## src/rtl/pc_fetch_ctrl_pkg.sv

```systemverilog
// pc_fetch_ctrl_pkg: shared FSM encoding and constants for the fetch controller
package pc_fetch_ctrl_pkg;
  typedef enum logic [1:0] {FETCH = 2'd0, HOLD = 2'd1, FLUSH = 2'd2} state_t;
  localparam logic [31:0] RESET_PC_DEFAULT = 32'h0000_0000;
  localparam int INSTR_W = 32;
endpackage

```

## src/rtl/pc_fetch_ctrl_flush_counter.sv

```systemverilog
// pc_fetch_ctrl_flush_counter: 4-bit loadable down-counter with zero flag
module pc_fetch_ctrl_flush_counter (
  input  logic       clk,
  input  logic       rst,
  input  logic       load,
  input  logic       en,
  input  logic [3:0] value,
  output logic       zero
);
  logic [3:0] count;
  // load wins over decrement so a redirect restarts the flush window
  always_ff @(posedge clk)
    if (rst) count <= 4'd0;
    else if (load) count <= value;
    else if (en) count <= count - 4'd1;
  assign zero = count == 4'd0;
endmodule

```

## src/rtl/pc_fetch_ctrl.sv

```systemverilog
// pc_fetch_ctrl: instruction fetch PC/handshake controller with redirect flush
module pc_fetch_ctrl
  import pc_fetch_ctrl_pkg::*;
#(
  parameter logic [31:0] RESET_PC = RESET_PC_DEFAULT,
  parameter int FLUSH_CYCLES = 2
) (
  input  logic               Clk,
  input  logic               Reset,
  input  logic               Stall,
  input  logic               BranchTaken,
  input  logic [31:0]        BranchTarget,
  input  logic [31:0]        PCAddResult,
  input  logic               IAck,
  input  logic [INSTR_W-1:0] InstrIn,
  output logic [31:0]        PCResult,
  output logic               IReq,
  output logic [INSTR_W-1:0] InstrOut,
  output logic               InstrValid,
  output logic               Flush
);
  state_t state, next_state;
  logic cnt_zero;
  pc_fetch_ctrl_flush_counter flush_counter (
    .clk(Clk),
    .rst(Reset),
    .load(BranchTaken),
    .en(state == FLUSH && !cnt_zero),
    .value(4'(FLUSH_CYCLES - 1)),
    .zero(cnt_zero)
  );
  // state register
  always_ff @(posedge Clk)
    if (Reset) state <= FETCH;
    else state <= next_state;
  // next state: a redirect beats every other condition
  always_comb
    next_state = BranchTaken ? FLUSH :
                 state == FETCH ? ((IAck && Stall) ? HOLD : FETCH) :
                 state == HOLD  ? (Stall ? HOLD : FETCH) :
                 state == FLUSH ? (cnt_zero ? FETCH : FLUSH) : FETCH;
  // fetch request is decoded from state and suppressed while in reset
  always_comb IReq = state == FETCH && !Reset;
  // registered PC, captured instruction and flush flag
  always_ff @(posedge Clk)
    if (Reset) begin
      PCResult   <= RESET_PC;
      InstrOut   <= '0;
      InstrValid <= 1'b0;
      Flush      <= 1'b0;
    end else if (BranchTaken) begin
      PCResult   <= BranchTarget & ~32'd3;
      InstrValid <= 1'b0;
      Flush      <= 1'b1;
    end else if (state == FETCH) begin
      if (IAck) begin
        InstrOut   <= InstrIn;
        InstrValid <= 1'b1;
        if (!Stall) PCResult <= PCAddResult;
      end else if (!Stall) InstrValid <= 1'b0;
    end else if (state == HOLD) begin
      if (!Stall) begin
        PCResult   <= PCAddResult;
        InstrValid <= 1'b0;
      end
    end else if (state == FLUSH && cnt_zero) Flush <= 1'b0;
endmodule

```

## config.mk

```make
export PLATFORM = sky130hd
export DESIGN_NAME = pc_fetch_ctrl
export DESIGN_NICKNAME = d
export VERILOG_FILES = /design/src/rtl/pc_fetch_ctrl_pkg.sv /design/src/rtl/pc_fetch_ctrl_flush_counter.sv /design/src/rtl/pc_fetch_ctrl.sv
export SDC_FILE = /design/constraint.sdc
export NUM_CORES = 1
export LEC_CHECK = 0
export CAP_MARGIN = 20
export CORE_ASPECT_RATIO = 1.4
export CORE_UTILIZATION = 40
export CTS_CLUSTER_DIAMETER = 50
export DETAILED_ROUTE_END_ITERATION = 7
export GPL_TIMING_DRIVEN = 0
export PLACE_DENSITY_LB_ADDON = 0.2
export SYNTH_ARGS = -nofsm -noshare
export SYNTH_HDL_FRONTEND = slang
export SYNTH_HIERARCHICAL = 1
export SYNTH_SLANG_ARGS = --single-unit
```

## constraint.sdc

```tcl
create_clock -name Clk -period 2.15 [get_ports Clk]
set_input_delay 0.3225 -clock Clk [delete_from_list [all_inputs] [get_ports Clk]]
set_output_delay 0.3225 -clock Clk [all_outputs]
set_load 0.01 [all_outputs]
```

==> impl_summary.md <==
Critical path
The beginning of the worst register-to-register path is flush_counter/count[0]. The terminus of the critical flop-to-flop path is flush_counter/count[3]. The largest individual stage delay along the critical path comes from the cell clkdlybuf4s50_1. Along the worst path, the maximum fanout reaches 19. The cell depth of the worst flop-to-flop path is 7.

Walking the worst path, the cells encountered are dlygate4sd2_1 -> buf_6 -> nor3_1 -> clkdlybuf4s50_1. On the worst path, the slowest cell contributes a delay of roughly 0.58 ns. STA classifies the critical path startpoint as an input pin. The signal arrival time at the worst endpoint is 1.61 ns. The capturing element type of the critical path is an output port. The critical path is of the input pin to output port type.

The register-to-register setup slack is 0.28 ns. For the worst setup path, the data required time is 1.83 ns.

Logic synthesis
The synthesized netlist devotes 0.7913% of its cell area to XOR and XNOR gates. The synthesized netlist devotes less than 1% of its cell area to adder and majority cells. The flip-flop and latch count after synthesis is 72. The multiplexer share of the synthesized area is 0.3014%.

In the synthesized netlist the dominant register cell turns out to be dfxtp_1. Synthesis handed over a netlist of 375 instances. The fraction of the yosys area taken by sequential cells is 43.41%. Averaged over all synthesized cells, the footprint is 8.855 µm². The fraction of the mapped netlist area in compound gates is 26.94%.

The number of distinct library cells after synthesis is 33. In this run, synthesis inferred 0 flip-flops with an integrated enable. The number of warning messages in the yosys log is 6. Of the total synthesized cell area, the portion taken by AND, OR, NAND and NOR gates is 17.63%. The main combinational cell family by area after synthesis is compound AO/OA/AOI/OAI gates. The share of flip-flops with an asynchronous set or reset after synthesis is 0%.

The netlist area before placement is 3321 µm².

Global route
For this run, global-route usage on met3 was measured as under 10%. The number of antenna violations at the first check in global routing is 0. The remaining global-route overflow is 0. The largest net degree at the start of global routing is 20. Global routing used 40.09% of the available met2 tracks.

After global routing, the most crowded layer is met2. The total global-route track usage is a little under a quarter. The first global-routing pass estimated 15660 µm of wire. For this run, global-route usage on met1 was measured as 25.47%. The number of global-route vias before repair is 3401.

Place
Detailed placement ended at an HPWL of 7320 µm. Buffers placed on the I/O ports in this run total between 150 and 200. In this run, placement finished with an instance count of 644.

OpenSTA, run right after detailed placement, puts the worst setup slack at -0.5574 ns. The congestion estimate from routability-driven global placement came to 0.7966.

Final layout
The area occupied by multi-input gates is 1549 µm². Fill cells in the final layout number 701. The most common cell after layout, fill and taps aside is clkdlybuf4s50_1. The signed area change from the synthesized netlist to the final layout is 61.49%.

The repair_antennas step left the layout with diodes totalling 0. The sequential cell area is 1441 µm². The library cells used most frequently in the layout, excluding fill and tap cells, are clkdlybuf4s50_1, dfxtp_1, nand2_1. The number of nets in the finished design is roughly 650. After the flow finishes, the layout carries non-filler instances totaling 658. Of the cells placed in the final design, the portion with a size suffix greater than 1 is 11.87%.

STA
The final critical-path required period is a little under 2 ns. The relative max-transition margin is 51.27%. At the pin with the least slew margin, the transition time is approximately 0.73 ns. Setup repair after global routing left no endpoint under its margin. Clock skew on the completed layout was measured at 0.002948 ns. Setup violations remaining at the end of the flow were counted as 0. The highest clock frequency the design can meet is around 520 MHz.

The setup slack after layout is 0.2194 ns. The share of the clock period used by the worst path is 89.79%. The final max-slew violation count is 0. The final count of hold timing violations is 0.

Die
After floorplanning, the core was divided into 39 placement rows. The die covers 8675 µm². The number of top-level pins is 168. The horizontal extent of the die is 79.01 µm.

The die is between 100 and 150 µm tall. The initial standard-cell utilization of the core is roughly two fifths. The total core area is between 8000 and 9000 µm².

Power and ir drop
The static power due to leakage is between 0.0015 and 0.002 µW. The total power is 3499 µW. IR analysis of the VDD net gives a maximum drop of 501.1 µV. Dividing total power by cell area gives a power density of roughly 650 nW/µm².

Hold path
The startpoint identified for the worst hold timing path is InstrOut[5]. Counting instances, the worst hold path has a depth of 2. The worst hold path class is flop to flop. The path with the worst hold slack has its endpoint at InstrOut[5].

Routing
The routed via count is 3401. The detail route stage leaves a number of antenna-violating nets equal to 0. Summed over all layers, the routed wires come to 9634 µm.

After detailed routing, the average wire length per cell comes to 14.64 µm. After detailed routing, the number of remaining DRC violations is 0. The pre-antenna-repair detailed-routing pass consisted of 4 iterations.

The detailed router finished its first iteration with roughly 130 violations. In the routed layout, each cell is associated on average with a via count of around 5.2.

Clocking
No sink is reached through more buffers than the 2 on the longest clock path. The clock transition at the registers of the reported paths is 0.05 ns. The number of hold buffers added after CTS was 0.

The H-tree was split into 3 levels. The TritonCTS clock tree is yes. The master cell of the clock root buffer is clkbuf_16. Buffers added to address setup during post-CTS repair amount to 0.

The insertion delay of the later-clocked pin in the worst-skew pair is 0.32 ns. The number of buffers inserted during clock tree synthesis is 9. Clock tree synthesis found a total of between 70 and 80 sinks.

Job
The max-capacitance violation count is 0.

Status
The run finished with clean final reports.
-- layer usage --
metal / part of all wire, % / routed length, µm
met5: 0 / 0
met4: 1.3 / 125
met3: 8.9 / 862
met2: 50 / 4809
met1: 40 / 3836
-- state kept, by name (all words and copies together) (netlist names), named ones only --
signal and flops:
Flush 1, InstrOut 32, InstrValid 1, PCResult 30, flush_counter/count 4, state 2
-- layout make-up --
type                            count  share of cell area [%]
Tap cell                          102                   2.380
Timing Repair Buffer              165                   30.77
Buffer                             39                   4.060
Clock inverter                      1                 0.09333
Clock buffer                       14                   4.550
Sequential cell                    72                   26.88
Inverter                           34                   2.380
Multi-Input combinational cell    231                   28.88
-- critical path: cells and delay by family --
family	cells	cell delay [ns]
AND/OR/NAND/NOR	1	0.17
buffers and inverters	3	1.11
-- synth_stat cells, drive strengths merged (2+ instances only) --
| library cell | n | area (µm²) |
|---|---|---|
| a2111oi | 30 | 437.9 |
| a211oi | 30 | 225.2 |
| a21oi | 38 | 190.2 |
| buf | 23 | 151.4 |
| clkbuf | 17 | 63.81 |
| conb | 2 | 7.510 |
| dfxtp | 72 | 1441 |
| inv | 34 | 127.6 |
| nand2 | 66 | 247.7 |
| nand3 | 2 | 10.01 |
| nor2 | 9 | 36.29 |
| nor3b | 2 | 15.01 |
| nor4 | 30 | 187.7 |
| nor4b | 3 | 47.54 |
| o21a | 2 | 15.01 |
| o21ai | 2 | 10.01 |
| or2 | 3 | 18.77 |
| xor2 | 2 | 17.52 |
-- kinds of logic (layout without fill, tap and decap cells) --
kind of cell | Yosys count | after routing
mux | 1 | 1
fa+ha+maj | 1 | 1
simple gates | 118 | 118
flops | 72 | 72
compound gates | 104 | 104
buf+inv | 74 | 253
other cells | 2 | 4
xor+xnor | 3 | 3
-- power by group --
group          internal, µW  switching (µW)
Combinational           426             333
Sequential             1420            49.9
Clock                   773             495
-- worst max-delay path by stage --
| stage | to | startpoint | slack [ns] | depth (start not counted) |
|---|---|---|---|---|
| 3_3_place_gp | IReq | Reset | -0.54 | 5 |
| 2_1_floorplan | flush_counter/count[3] | flush_counter/count[0] | 0.25 | 7 |
| 3_5_place_dp | IReq | Reset | -0.56 | 5 |
| 5_1_grt | PCResult[6] | BranchTaken | 0.1 | 5 |
| 6_report | IReq | Reset | 0.22 | 4 |
| 4_1_cts | flush_counter/count[3] | flush_counter/count[0] | 0.001 | 7 |
-- metrics by stage --
stage	hold slack (ns)	utilization (%)	cell area (µm²)	setup TNS [ns]
6_report	0.4503	66.20	5363	0
5_1_grt	0.4676	66.20	5363	0
4_1_cts	0.4530	66.14	5358	0
3_5_place_dp	0.4459	63.05	5107	-3.080
3_3_place_gp	0.4408	63.05	5107	-2.718
2_1_floorplan	0.3916	-	3328	0
-- repair_timing --
item	in CTS	in global routing
endpoints found under the setup margin	1	2
resized for setup	3	1
endpoints found under the hold margin	0	0
Note: power is estimated with default switching activity, not from simulation.
